File: config.mk
export PLATFORM = sky130hd
export DESIGN_NAME = square1_anim_sequencer_flat
export DESIGN_NICKNAME = d
export VERILOG_FILES = /design/src/rtl/square1_anim_sequencer_if.sv /design/src/rtl/square1_anim_sequencer.sv /design/src/flat_wrapper.sv
export SDC_FILE = /design/constraint.sdc
export NUM_CORES = 1
export LEC_CHECK = 0
export CORE_UTILIZATION = 45
export DETAILED_ROUTE_END_ITERATION = 7
export HOLD_SLACK_MARGIN = 0.15
export MAX_ROUTING_LAYER = met4
export PLACE_DENSITY = 0.7
export SYNTH_ARGS = -nofsm -noshare
export SYNTH_HDL_FRONTEND = slang
export SYNTH_SLANG_ARGS = --single-unit
File: constraint.sdc
create_clock -name clk -period 2.2 [get_ports clk]
set_input_delay 0.22 -clock clk [delete_from_list [all_inputs] [get_ports clk]]
set_output_delay 0.22 -clock clk [all_outputs]
set_load 0.01 [all_outputs]
File: src/rtl/square1_anim_sequencer_if.sv
// Control and output bundle between the animation sequencer and the
// diagonal-trail pattern datapath / its control source.
`timescale 1ns/1ps
interface square1_anim_sequencer_if #(
  parameter int FRAME_W = 9
);
  logic               frame_tick;
  logic               pause;
  logic               step;
  logic               dir;
  logic [1:0]         speed;
  logic [FRAME_W-1:0] frame_no;
  logic [3:0]         trail_len;
  logic               advance;
  logic [1:0]         state;

  modport master (
    output frame_tick, pause, step, dir, speed,
    input  frame_no, trail_len, advance, state
  );

  modport slave (
    input  frame_tick, pause, step, dir, speed,
    output frame_no, trail_len, advance, state
  );
endinterface

File: src/rtl/square1_anim_sequencer.sv
// Frame-rate scheduler for the diagonal-trail VGA pattern.
// Owns the animation frame counter and trail length; runs an intro in
// which the trail grows, then RUN / PAUSED with single-step.
// Optional: define SQUARE1_AUTO_REVERSE_EN for ping-pong animation
// (frame_no bounces at the ends of its range instead of wrapping).
`timescale 1ns/1ps
module square1_anim_sequencer #(
  parameter int FRAME_W     = 9,
  parameter int N_LAG       = 15,
  parameter int SYNC_STAGES = 2
) (
  input  logic                      clk,
  input  logic                      rst_n,
  square1_anim_sequencer_if.slave   bus
);

  typedef enum logic [1:0] {
    INTRO   = 2'd0,
    RUN     = 2'd1,
    PAUSED  = 2'd2,
    ILLEGAL = 2'd3
  } state_t;

  // {pause, step, dir, speed[1:0]} travel together through the synchronizer
  logic [4:0]         sync_q [SYNC_STAGES];
  logic               pause_s, step_s, dir_s;
  logic [1:0]         speed_s;
  logic               step_prev;
  logic               step_req;

  state_t             state_q, state_d;
  logic [2:0]         div_q, div_d, div_lim;
  logic               div_hit;
  logic [3:0]         trail_q, trail_d;
  logic [FRAME_W-1:0] frame_q, frame_d;
  logic               adv, adv_q;
`ifdef SQUARE1_AUTO_REVERSE_EN
  logic               rev_q, rev_d;
  logic               eff_dir;
`endif

  assign pause_s = sync_q[SYNC_STAGES-1][4];
  assign step_s  = sync_q[SYNC_STAGES-1][3];
  assign dir_s   = sync_q[SYNC_STAGES-1][2];
  assign speed_s = sync_q[SYNC_STAGES-1][1:0];

  // Multi-flop synchronizer for the asynchronous control inputs
  always_ff @(posedge clk or negedge rst_n) begin
    if (!rst_n) begin
      for (int i = 0; i < SYNC_STAGES; i++) sync_q[i] <= '0;
    end else begin
      sync_q[0] <= {bus.pause, bus.step, bus.dir, bus.speed};
      for (int i = 1; i < SYNC_STAGES; i++) sync_q[i] <= sync_q[i-1];
    end
  end

  // Divider terminal count: one advance every 2^speed ticks
  always_comb begin
    div_lim = 3'((4'd1 << speed_s) - 4'd1);
    div_hit = (div_q >= div_lim);
  end

  // Next-state, divider, trail and frame update logic
  always_comb begin
    state_d = state_q;
    div_d   = div_q;
    trail_d = trail_q;
    adv     = 1'b0;
    frame_d = frame_q;
`ifdef SQUARE1_AUTO_REVERSE_EN
    rev_d   = rev_q;
    eff_dir = dir_s ^ rev_q;
`endif
    case (state_q)
      INTRO: begin
        if (bus.frame_tick) begin
          if (N_LAG == 1) begin
            state_d = RUN;
          end else if (div_hit) begin
            adv   = 1'b1;
            div_d = '0;
            if (trail_q < 4'(N_LAG)) trail_d = trail_q + 4'd1;
            if (trail_q + 4'd1 >= 4'(N_LAG)) state_d = RUN;
          end else begin
            div_d = div_q + 3'd1;
          end
        end
      end
      RUN: begin
        if (bus.frame_tick) begin
          if (pause_s) begin
            state_d = PAUSED;
          end else if (div_hit) begin
            adv   = 1'b1;
            div_d = '0;
          end else begin
            div_d = div_q + 3'd1;
          end
        end
      end
      PAUSED: begin
        if (bus.frame_tick) begin
          if (!pause_s) state_d = RUN;
          else if (step_req) adv = 1'b1;
        end
      end
      default: begin
        state_d = INTRO;
        trail_d = 4'd1;
      end
    endcase

    if (adv) begin
`ifdef SQUARE1_AUTO_REVERSE_EN
      if (!eff_dir) begin
        if (&frame_q) begin
          frame_d = frame_q - FRAME_W'(1);
          rev_d   = ~rev_q;
        end else begin
          frame_d = frame_q + FRAME_W'(1);
        end
      end else begin
        if (frame_q == '0) begin
          frame_d = frame_q + FRAME_W'(1);
          rev_d   = ~rev_q;
        end else begin
          frame_d = frame_q - FRAME_W'(1);
        end
      end
`else
      frame_d = dir_s ? frame_q - FRAME_W'(1) : frame_q + FRAME_W'(1);
`endif
    end
  end

  // State register, counters, step request and registered advance pulse
  always_ff @(posedge clk or negedge rst_n) begin
    if (!rst_n) begin
      state_q   <= INTRO;
      div_q     <= '0;
      trail_q   <= 4'd1;
      frame_q   <= '0;
      adv_q     <= 1'b0;
      step_prev <= 1'b0;
      step_req  <= 1'b0;
`ifdef SQUARE1_AUTO_REVERSE_EN
      rev_q     <= 1'b0;
`endif
    end else begin
      state_q   <= state_d;
      div_q     <= div_d;
      trail_q   <= trail_d;
      frame_q   <= frame_d;
      adv_q     <= adv;
      step_prev <= step_s;
      // every tick drops a pending step, used or not
      if (bus.frame_tick)           step_req <= 1'b0;
      else if (step_s && !step_prev) step_req <= 1'b1;
`ifdef SQUARE1_AUTO_REVERSE_EN
      rev_q     <= rev_d;
`endif
    end
  end

  assign bus.frame_no  = frame_q;
  assign bus.trail_len = trail_q;
  assign bus.advance   = adv_q;
  assign bus.state     = state_q;

endmodule

File: src/flat_wrapper.sv
// flat-port wrapper written by rule: the top's interface ports become plain ports
module square1_anim_sequencer_flat 
#(
  parameter int FRAME_W     = 9,
  parameter int N_LAG       = 15,
  parameter int SYNC_STAGES = 2
)
  (clk, rst_n, bus_frame_tick, bus_pause, bus_step, bus_dir, bus_speed, bus_frame_no, bus_trail_len, bus_advance, bus_state);
  square1_anim_sequencer_if #(.FRAME_W(FRAME_W)) bus_i ();
  input  logic clk;
  input  logic rst_n;
  input wire logic [$bits(bus_i.frame_tick)-1:0] bus_frame_tick;
  input wire logic [$bits(bus_i.pause)-1:0] bus_pause;
  input wire logic [$bits(bus_i.step)-1:0] bus_step;
  input wire logic [$bits(bus_i.dir)-1:0] bus_dir;
  input wire logic [$bits(bus_i.speed)-1:0] bus_speed;
  output wire logic [$bits(bus_i.frame_no)-1:0] bus_frame_no;
  output wire logic [$bits(bus_i.trail_len)-1:0] bus_trail_len;
  output wire logic [$bits(bus_i.advance)-1:0] bus_advance;
  output wire logic [$bits(bus_i.state)-1:0] bus_state;
  assign bus_i.frame_tick = bus_frame_tick;
  assign bus_i.pause = bus_pause;
  assign bus_i.step = bus_step;
  assign bus_i.dir = bus_dir;
  assign bus_i.speed = bus_speed;
  assign bus_frame_no = bus_i.frame_no;
  assign bus_trail_len = bus_i.trail_len;
  assign bus_advance = bus_i.advance;
  assign bus_state = bus_i.state;
  square1_anim_sequencer #(.FRAME_W(FRAME_W), .N_LAG(N_LAG), .SYNC_STAGES(SYNC_STAGES)) u_core (.clk(clk), .rst_n(rst_n), .bus(bus_i));
endmodule
==> results summary <==
The flow ran to the end, and the final reports show no timing, DRC or antenna violations. The synthesized net count is 189. The number of hold-slack violations in the final timing report is 0.

The share of layout cells above drive strength 1 is 12.8%. TritonCTS built the clock tree. For this run, the register share of the synthesized area comes to 45.6%.

The detailed-router iteration count before antenna repair came out at 4. The die area came out at 4030 um^2. Summing all placed instances gives a cell area of 1990 um^2. The max-slew headroom at the worst pin is 74.5%. Setup repair after global routing left no endpoint under its margin. The wire length of the first global-routing pass came out at 5.47 mm. After detailed routing, the number of vias per cell comes to 5.28. The final net count is 220.

In this run the horizontal extent of the chip is 63.5 um. The number of DRC violations after detailed routing is 0. The post-CTS clock slew at the launch and capture registers of the worst setup and hold paths is 0.06 ns.

The count of yosys warnings during synthesis is 0. Setup violations remaining at the end of the flow were counted as 0. The element type at the critical path start is a register. The area growth from synthesis to layout came out at 23.4%.

The count of flip-flops with a built-in enable after synthesis came out at 0. The simple-gate share of the synthesized area is 12.2%. The actual transition at the worst max-transition pin came out at 0.383 ns.

The total number of vias is 1273. The final critical path time including I/O delays and setup is 2.13 ns. The critical path endpoint category is a register.

The fraction of registers with async set/reset came out at 100%. The worst hold path belongs to the class in -> async. The setup total negative slack came out at 0 ns. The register-to-register setup slack is 0.07 ns. The DRC marker count from the first detailed-route iteration is 56. The repair_antennas step left the layout with diodes totalling 0. The maximum number of pins on one net before global-route repair came out at 32.

The remaining global-route overflow is 0. The post-synthesis adder-cell area fraction came out at 13.7%. Dividing the detail-routed wire length by the instance count gives 13.1 um. The leakage power figure is 0.997 nW. The initialized floorplan defines 21 standard-cell rows. The tree is rooted in a sky130_fd_sc_hd__clkbuf_8. The clock arrives with 0.00654 ns of skew.

The average instance area after synthesis came out at 10.4 um^2. The main combinational cell family by area after synthesis is compound AO/OA/AOI/OAI gates. The effective utilization at floorplan is 49.1%. In this run the post-CTS setup repair buffer count came out at 0.

STA puts the critical path data required time at 2.37 ns. Across the run, the number of max-cap violations was 0. The final non-filler cell total came out at 241.

The number of fillers in the final layout came out at 310. The synthesized instance count is 163. The initial antenna violation count came out at 0. After layout, the design draws a total of 3.00 mW. For this run, the leading register cell type out of synthesis is sky130_fd_sc_hd__dfrtp_1. The cell area after layout came out at 2100 um^2.

The deepest level of the CTS H-tree is 2. The post-synthesis register bit count came out at 31. The final period utilization came out at 97.0%. The number of buffers added by the clock tree synthesis step is 5.

Routability-driven placement finished with a final weighted congestion of 0.867. The via count of the first global-routing pass came out at 1307. Summing the areas of all xor and xnor instances in the mapped netlist gives 5.07% of the synthesized area. The wire-length estimate of the detail-placed layout is 2.33 mm. The port buffer count came out at 23.

The largest driver fanout on the critical path is 7. The data arrival time of the worst path is 2.30 ns. The netlist area before placement is 1700 um^2. The total clock sinks is 31. The area fraction in compound gates after synthesis came out at 16.1%. The top achievable clock speed is 469 MHz. The number of I/O pins is 24. The mux share of post-synthesis cell area is 2.72%. The number of buffers on the longest clock path is 2. The total routing usage reported by global routing came out at 17.9%. The power per standard cell area is 1430 nW/um^2. From bottom edge to top edge, the die measures 63.5 um. The final count of pins violating max slew came out at 0. The routed wire length came out at 3.16 mm. The worst IR drop on VDD is 729 uV. The clock insertion delay at the later pin of the skew report came out at 0.28 ns. The post-detailed-route count of antenna-violating nets came out at 0. The total area inside the core boundary comes to 3470 um^2. By startpoint and endpoint, the worst setup path is classified as reg -> reg. The number of placed instances, taps included is 233.

Counting distinct cell types in the post-synthesis netlist gives 44.
==> final timing paths <==
check / cells after the start / from / end
min in group clk: 0 / u_core.sync_q[9] / u_core.pause_s
min reg2reg: 0 / u_core.sync_q[9] / u_core.pause_s
min: 2 / rst_n / u_core.bus.advance
max reg2reg: 7 / u_core.speed_s[0] / u_core.bus.frame_no[4]
max in group asynchronous: 2 / rst_n / u_core.bus.trail_len[0]
max: 7 / u_core.speed_s[0] / u_core.bus.frame_no[4]
==> cells by family after synthesis <==
group / after synthesis
AO/OA/AOI/OAI: 43
AND/OR/NAND/NOR: 42
flip-flops: 31
adder cells (fa/ha/maj): 18
buffers and inverters: 16
XOR/XNOR: 9
multiplexers: 4
==> cell usage after synthesis, drive strengths merged (2+ instances only) <==
cell,count,area share [%]
buf,3,1.8
nand2,18,4.0
inv,12,2.6
nand2b,2,0.73
xor2,5,2.6
mux2i,2,1.2
nor2b,2,1.2
a21o,4,1.8
nand3,4,1.2
nor2,8,1.9
o21ai,16,5.4
dfrtp,30,44
a21oi,14,4.1
mux2,2,1.5
xnor2,4,2.5
ha,17,12
==> what timing repair did <==
action,4_1_cts,5_1_grt
gates cloned,0,0
pin swaps,0,2
gates resized for setup,1,4
setup endpoints to repair,4,5
hold buffers,0,0
hold endpoints to repair,0,0
==> report_power, final <==
group / switching, mW / internal, mW / total [mW]
Clock: 0.201 / 0.222 / 0.423
Sequential: 0.174 / 0.744 / 0.918
Combinational: 0.807 / 0.852 / 1.66
Total: 1.18 / 1.82 / 3.00
==> layout make-up <==
class	count	area [um^2]	area share [%]
clock inverters	1	5.00	0.238
clock buffers	7	76.3	3.63
well taps	46	57.6	2.74
repair buffers	28	272	12.9
inverters	12	45.0	2.14
flip-flops and latches	31	777	37.0
multi-input cells	116	868	41.3
==> metal layers <==
layer / GRT usage [%] / up-vias / share of wire, %
met2: 28.9 / 32 / 49
met4: 6.53 / 0 / 1.1
met3: 4.89 / 4 / 4.0
met5: - / - / 0
met1: 21.3 / 614 / 46
li1: - / 623 / -
==> flip-flops by register name, summed over array words and instances, names as in the netlist <==
signal	flops
u_core.bus.frame_no	9
u_core.sync_q	5
u_core.bus.trail_len	4
u_core.div_q	3
u_core.bus.state	2
u_core.speed_s	2
u_core.bus.advance	1
u_core.dir_s	1
u_core.pause_s	1
u_core.step_prev	1
u_core.step_req	1
u_core.step_s	1
==> worst max-delay path, stage by stage (launching register included) <==
cell and delay (ns):
sky130_fd_sc_hd__dfrtp_1 0.38, sky130_fd_sc_hd__or2_2 0.33, sky130_fd_sc_hd__ha_4 0.28, sky130_fd_sc_hd__nor2b_4 0.04, sky130_fd_sc_hd__o21ai_4 0.14, sky130_fd_sc_hd__a21oi_1 0.08, sky130_fd_sc_hd__or3b_4 0.46, sky130_fd_sc_hd__mux2_4 0.31
==> stage by stage <==
| step | worst slack, ns | hold WS, ns | utilization [%] |
|---|---|---|---|
| after global placement | 0.0376 | 0.334 | 57.5 |
| after global routing | 0.00310 | 0.365 | 60.6 |
| after CTS | 0.00374 | 0.342 | 59.9 |
| after detailed placement | -0.0265 | 0.337 | 57.5 |
| after floorplan | 0.0662 | -0.0756 | - |
| final | 0.0657 | 0.328 | 60.6 |
==> cells in the final DEF, fill, tap and decap left out, types with 5 or more instances in the layout <==
master and instances:
sky130_fd_sc_hd__xor2_1 5, sky130_fd_sc_hd__inv_1 11, sky130_fd_sc_hd__ha_1 16, sky130_fd_sc_hd__a21oi_1 13, sky130_fd_sc_hd__clkbuf_8 5, sky130_fd_sc_hd__o21ai_1 11
sky130_fd_sc_hd__nand2_1 18, sky130_fd_sc_hd__nor2_1 7, sky130_fd_sc_hd__clkdlybuf4s50_1 23, sky130_fd_sc_hd__dfrtp_1 30
(Power assumes the default switching activity.)
